## config.mk

```make
export PLATFORM = sky130hd
export DESIGN_NAME = uart_tx_fifo
export DESIGN_NICKNAME = d
export VERILOG_FILES = /design/src/rtl/uart_tx_fifo.sv
export SDC_FILE = /design/constraint.sdc
export NUM_CORES = 1
export LEC_CHECK = 0
export ABC_AREA = 0
export CORE_MARGIN = 3
export CORE_UTILIZATION = 63
export CTS_CLUSTER_DIAMETER = 80
export DETAILED_ROUTE_END_ITERATION = 8
export PLACE_DENSITY = 0.95
export REMOVE_ABC_BUFFERS = 1
export SETUP_SLACK_MARGIN = 0.1
export SLEW_MARGIN = 40
export SYNTH_ARGS = -nofsm -noshare
export SYNTH_HDL_FRONTEND = slang
export SYNTH_SLANG_ARGS = --single-unit
```

## constraint.sdc

```tcl
create_clock -name i_clk -period 4.6 [get_ports i_clk]
set_input_delay 1.15 -clock i_clk [delete_from_list [all_inputs] [get_ports i_clk]]
set_output_delay 1.15 -clock i_clk [all_outputs]
set_load 0.01 [all_outputs]
```

## src/rtl/uart_tx_fifo.sv

```systemverilog
// rtl/uart_tx_fifo.sv - UART transmitter with TX FIFO, selectable parity and stop bits
module uart_tx_fifo #(
    parameter int NB_DATA    = 8,
    parameter int OVERSAMPLE = 16,
    parameter int FIFO_DEPTH = 4
) (
    input  logic               i_clk,
    input  logic               i_reset,
    input  logic               i_tick,
    input  logic [NB_DATA-1:0] i_data,
    input  logic               i_valid,
    output logic               o_ready,
    input  logic [1:0]         i_parity_mode,
    input  logic               i_two_stop,
    output logic               o_tx,
    output logic               o_busy,
    output logic               o_tx_done_tick,
    output logic               o_fifo_empty
);
    localparam int SW  = $clog2(OVERSAMPLE);
    localparam int NW  = $clog2(NB_DATA);
    localparam int AW  = $clog2(FIFO_DEPTH);
    localparam int STW = SW + 1;

    localparam logic [SW-1:0]  S_LAST  = SW'(OVERSAMPLE - 1);
    localparam logic [NW-1:0]  N_LAST  = NW'(NB_DATA - 1);
    localparam logic [STW-1:0] STOP1   = STW'(OVERSAMPLE - 1);
    localparam logic [STW-1:0] STOP2   = STW'(2 * OVERSAMPLE - 1);
    localparam logic [AW:0]    CNT_MAX = (AW + 1)'(FIFO_DEPTH);

    typedef enum logic [2:0] {
        IDLE   = 3'd0,
        START  = 3'd1,
        DATA   = 3'd2,
        PARITY = 3'd3,
        STOP   = 3'd4
    } state_t;

    logic [NB_DATA-1:0] mem_q [FIFO_DEPTH];
    logic [AW-1:0]      wr_q, rd_q;
    logic [AW:0]        cnt_q;
    logic               wr_en, pop;

    state_t             state_q, state_d;
    logic [SW-1:0]      s_q, s_d;
    logic [NW-1:0]      n_q, n_d;
    logic [STW-1:0]     stop_q, stop_d;
    logic [NB_DATA-1:0] sh_q, sh_d;
    logic               tx_q, tx_d;
    logic               par_en_q, par_en_d;
    logic               par_bit_q, par_bit_d;
    logic               two_q, two_d;
    logic               done;
    logic [NB_DATA-1:0] head;

    assign o_ready      = (cnt_q != CNT_MAX);
    assign o_fifo_empty = (cnt_q == '0);
    assign wr_en        = i_valid && o_ready;
    assign head         = mem_q[rd_q];

    always_ff @(posedge i_clk) begin
        if (wr_en) mem_q[wr_q] <= i_data;
    end

    always_ff @(posedge i_clk or posedge i_reset) begin
        if (i_reset) begin
            wr_q  <= '0;
            rd_q  <= '0;
            cnt_q <= '0;
        end else begin
            if (wr_en) wr_q <= wr_q + AW'(1);
            if (pop)   rd_q <= rd_q + AW'(1);
            case ({wr_en, pop})
                2'b10:   cnt_q <= cnt_q + (AW + 1)'(1);
                2'b01:   cnt_q <= cnt_q - (AW + 1)'(1);
                default: cnt_q <= cnt_q;
            endcase
        end
    end

    always_ff @(posedge i_clk or posedge i_reset) begin
        if (i_reset) begin
            state_q   <= IDLE;
            s_q       <= '0;
            n_q       <= '0;
            stop_q    <= '0;
            sh_q      <= '0;
            tx_q      <= 1'b1;
            par_en_q  <= 1'b0;
            par_bit_q <= 1'b0;
            two_q     <= 1'b0;
        end else begin
            state_q   <= state_d;
            s_q       <= s_d;
            n_q       <= n_d;
            stop_q    <= stop_d;
            sh_q      <= sh_d;
            tx_q      <= tx_d;
            par_en_q  <= par_en_d;
            par_bit_q <= par_bit_d;
            two_q     <= two_d;
        end
    end

    // tx_d always carries the level of the bit being entered, keeping o_tx a pure register
    always_comb begin
        state_d   = state_q;
        s_d       = s_q;
        n_d       = n_q;
        stop_d    = stop_q;
        sh_d      = sh_q;
        tx_d      = tx_q;
        par_en_d  = par_en_q;
        par_bit_d = par_bit_q;
        two_d     = two_q;
        pop       = 1'b0;
        done      = 1'b0;
        case (state_q)
            IDLE: begin
                tx_d = 1'b1;
                if (!o_fifo_empty) begin
                    pop       = 1'b1;
                    sh_d      = head;
                    par_en_d  = i_parity_mode[0] ^ i_parity_mode[1];
                    par_bit_d = i_parity_mode[1] ? ~^head : ^head;
                    two_d     = i_two_stop;
                    s_d       = '0;
                    state_d   = START;
                    tx_d      = 1'b0;
                end
            end
            START: begin
                if (i_tick) begin
                    if (s_q == S_LAST) begin
                        s_d     = '0;
                        n_d     = '0;
                        state_d = DATA;
                        tx_d    = sh_q[0];
                    end else begin
                        s_d = s_q + SW'(1);
                    end
                end
            end
            DATA: begin
                if (i_tick) begin
                    if (s_q == S_LAST) begin
                        s_d  = '0;
                        sh_d = sh_q >> 1;
                        if (n_q == N_LAST) begin
                            stop_d = '0;
                            if (par_en_q) begin
                                state_d = PARITY;
                                tx_d    = par_bit_q;
                            end else begin
                                state_d = STOP;
                                tx_d    = 1'b1;
                            end
                        end else begin
                            n_d  = n_q + NW'(1);
                            tx_d = sh_q[1];
                        end
                    end else begin
                        s_d = s_q + SW'(1);
                    end
                end
            end
            PARITY: begin
                if (i_tick) begin
                    if (s_q == S_LAST) begin
                        s_d     = '0;
                        stop_d  = '0;
                        state_d = STOP;
                        tx_d    = 1'b1;
                    end else begin
                        s_d = s_q + SW'(1);
                    end
                end
            end
            STOP: begin
                tx_d = 1'b1;
                if (i_tick) begin
                    if (stop_q == (two_q ? STOP2 : STOP1)) begin
                        done    = 1'b1;
                        stop_d  = '0;
                        state_d = IDLE;
                    end else begin
                        stop_d = stop_q + STW'(1);
                    end
                end
            end
            default: begin
                state_d = IDLE;
                tx_d    = 1'b1;
                s_d     = '0;
                n_d     = '0;
                stop_d  = '0;
            end
        endcase
    end

    assign o_tx           = tx_q;
    assign o_busy         = (state_q != IDLE);
    assign o_tx_done_tick = done;
endmodule
```

==> results.toml <==
[status]
status = "complete, no violations"

[setup_path]
slowest_delay_ps = 560
critPathSlowestCell = "clkdlybuf4s50_1"
endpoint_kind = "output pin"
cpLargestDelayFamily = "buffers and inverters"
path_class = "in2out"
cp_num_buf_inv = 2
rr_worst_depth = 11
cpMostUsedCell = "clkdlybuf4s50_1"
crit_chain = "clkdlybuf4s50_1 -> nand4_1 -> nor2_2 -> o22ai_1 -> or2_2 -> nor2_1 -> clkdlybuf4s50_1"
cp_max_fo = 7
worstSetupStartpointType = "input port"
worstPathRequired_ps = 3450
crit_arrival_ps = 3240
worstSetupPathDepth = 7

[timing]
fin_setup_tns_ps = 0
slew_headroom_pct = 60.26
hold_ws_ps = 478.5
finalSetupViolations = 0
hold_viol_final = 0
fin_ws_ps = 212.6
slew_violations = 0
fin_crit_sh_pct = 95.38
finalCriticalPeriod_ps = 4387
timing.fmax_mhz = 227.9
finClkSkew_ps = 3.189
rsz0062_at_grt = "false"
tightestPinTransition_ps = 591.6

[global_routing]
antenna_found_initial = 0
grt-ovfl-total = 0
gr-usage-met3_pct = 4.846
grt_first_pass_wirelength_um = 9701
grt_pass1_vias = 1996
grtUsageMet1_pct = 28.08
grt.total_usage_pct = 22.06
grt_use_met2_pct = 35.02
grt_max_degree = 35
top_usage_layer = "met2"

[power_and_ir_drop]
cellLeakagePower_nw = 1.493
seq_power_share_pct = 39.6
clock_power_share_pct = 20.1
powerDensity_nw_per_um2 = 684.0
switching_share_pct = 37.25
power_frac_comb_pct = 40.3
p_sw_mw = 0.9050
vdd_drop_max_v = 0.0004581
internal-power_mw = 1.525

[route]
routed_wl_um = 5750
wl_per_cell_um = 16.57
drt-pass1-iter-count = 5
num_vias = 2053
drcViolationCount = 0
viasPerCell = 5.916
ant_nets = 0
drt_iter0_drc = 264

[synthesis]
synth-main-ff-cell = "dfrtp_1"
synth_top_area_cell = "edfxtp_1"
netlist.area_leader.share_pct = 31.11
synth_area_leaders = "edfxtp_1 (31%), dfrtp_1 (27%), o21ai_0 (5.0%), nand2_1 (3.8%), ha_1 (3.6%)"
synth_adder_area_share_pct = 4.293
ys_seq_area_share_pct = 58.69
synth-compound-area-share_pct = 9.275
syn_inst = 252
ys_warn_count = 0
syn-cell-area_sq_um = 3089
synth_cell_types = 43
avgSynthCellArea_sq_um = 12.26
synth.most_common_cell = "dfrtp_1"
synth_xor_area_share_pct = 4.941
synth_top_family_by_area = "simple AND/OR/NAND/NOR gates"
synth_edf_count = 32
synthArstFlopShare_pct = 51.52
yosys-top-cells-count = "dfrtp_1 (33), edfxtp_1 (32), nand2_1 (31), o21ai_0 (31), nor2_1 (14)"
synth-seq-cells = 66
yosys.area_share.simple_pct = 11.06
synthMuxAreaShare_pct = 8.910

[clocking]
root_buffer = "clkbuf_8"
ctsLongestPathBuffers = 2
cts.clk_slew.worst_paths_ps = 70
cts_buffers = 9
htreeDepth = 3
cts_tree = "built"
clk_latency_ps = 340
cts_sinks = 66
postCtsHoldBufs = 0

[cells_and_area]
num-fill-cells = 245
drive_above_1_share_pct = 10.64
fin_area_sq_um = 3552
area_growth_pct = 14.99
nNetsFinal = 302
antennaDiodeCount = 0

[placement]
place.gp.congestion = 0.9157
dp_slack_ps = 253.0
dp_hpwl_um = 3959
port_buffers = 19
place_area_sq_um = 3337

[floorplan]
die_y_um = 76.03
core_area_sq_um = 4534
dieArea_sq_um = 5780
rows = 24
pin_count = 20
die_x_um = 76.03
initial_utilization_pct = 68.13

[worst_hold_path]
hold_class = "reg2reg"
min_path_cells = 1

[job]
maxCapViolations = 0
metal layers:
metal	part of all wire, %	vias up	routed length [um]
met5	0	-	0
met4	3.4	0	195
met3	4.8	18	278
met2	50	86	2867
met1	42	989	2409
li1	-	960	-
stage by stage:
| stage | utilization [%] | total power [mW] | cells |
|---|---|---|---|
| floorplan | - | 1.666 | 244 |
| global placement | 73.59 | 1.869 | 330 |
| detailed placement | 73.59 | 1.932 | 330 |
| CTS | 78.04 | 2.431 | 346 |
| global route | 78.34 | 2.598 | 347 |
| finish | 78.34 | 2.430 | 347 |
cells by family (layout without fill, tap and decap cells):
kind of cell    after synthesis  in the layout
xor+xnor                     15             15
fa+ha+maj                    10             10
flops                        66             66
mux                          16             16
simple gates                 74             74
buf+inv                      21             51
compound gates               50             50
power by group through the flow:
stage | Clock (mW) | Combinational, mW | Sequential (mW)
4_1_cts | 0.497 | 0.975 | 0.960
5_1_grt | 0.530 | 1.08 | 0.987
2_1_floorplan | 0 | 0.741 | 0.925
3_3_place_gp | 0 | 0.912 | 0.957
6_report | 0.489 | 0.978 | 0.962
3_5_place_dp | 0 | 0.965 | 0.968
placed cells by master (no fill, tap or decap), drive strengths merged, types with 2 or more instances in the layout:
master	synthesis	final
nand4	2	2
clkdlybuf4s50	0	19
dfrtp	33	33
buf	1	3
ha	9	9
nand2	31	31
edfxtp	32	32
o31ai	4	4
inv	13	15
nand3	10	10
and3	7	7
o21ai	33	33
a21oi	4	4
clkinv	0	3
mux2i	8	8
xnor2	10	10
clkbuf	7	9
nor2	14	14
xor2	4	4
or2	2	2
mux4	8	8
timing repair:
item                                    in CTS  in global routing
setup buffers                                0                  1
gates resized for setup                      0                  1
endpoints found under the setup margin       0                  1
flip-flops by register name (all words and copies together) (netlist names), 2 cells and up:
signal,cells
cnt_q,3
mem_q,32
n_q,3
rd_q,2
s_q,4
sh_q,8
state_q,3
stop_q,5
wr_q,2
area by class of cell:
type                    count  area [sq um]  share of cell area [%]
flip-flops and latches     66          1813                   51.04
multi-input cells         165          1195                   33.64
repair buffers             22         212.7                   5.988
clock buffers               9         123.9                   3.487
well taps                  65         81.33                   2.290
clock inverters             7         77.57                   2.184
inverters                  13         48.80                   1.374
worst paths after layout:
check	to	from	slack, ps
max in group asynchronous	o_tx$_DFFE_PP1P_	i_reset	3070
min in group asynchronous	wr_q[1]$_DFFE_PP0P_	i_reset	1200
max reg2reg	cnt_q[2]$_DFFE_PP0P_	state_q[1]$_DFFE_PP0P_	1910
min reg2reg	stop_q[3]$_DFFE_PP0P_	stop_q[3]$_DFFE_PP0P_	480
max	o_tx_done_tick	i_tick	210
min	stop_q[3]$_DFFE_PP0P_	stop_q[3]$_DFFE_PP0P_	480
Note: power is estimated with default switching activity, not from simulation.
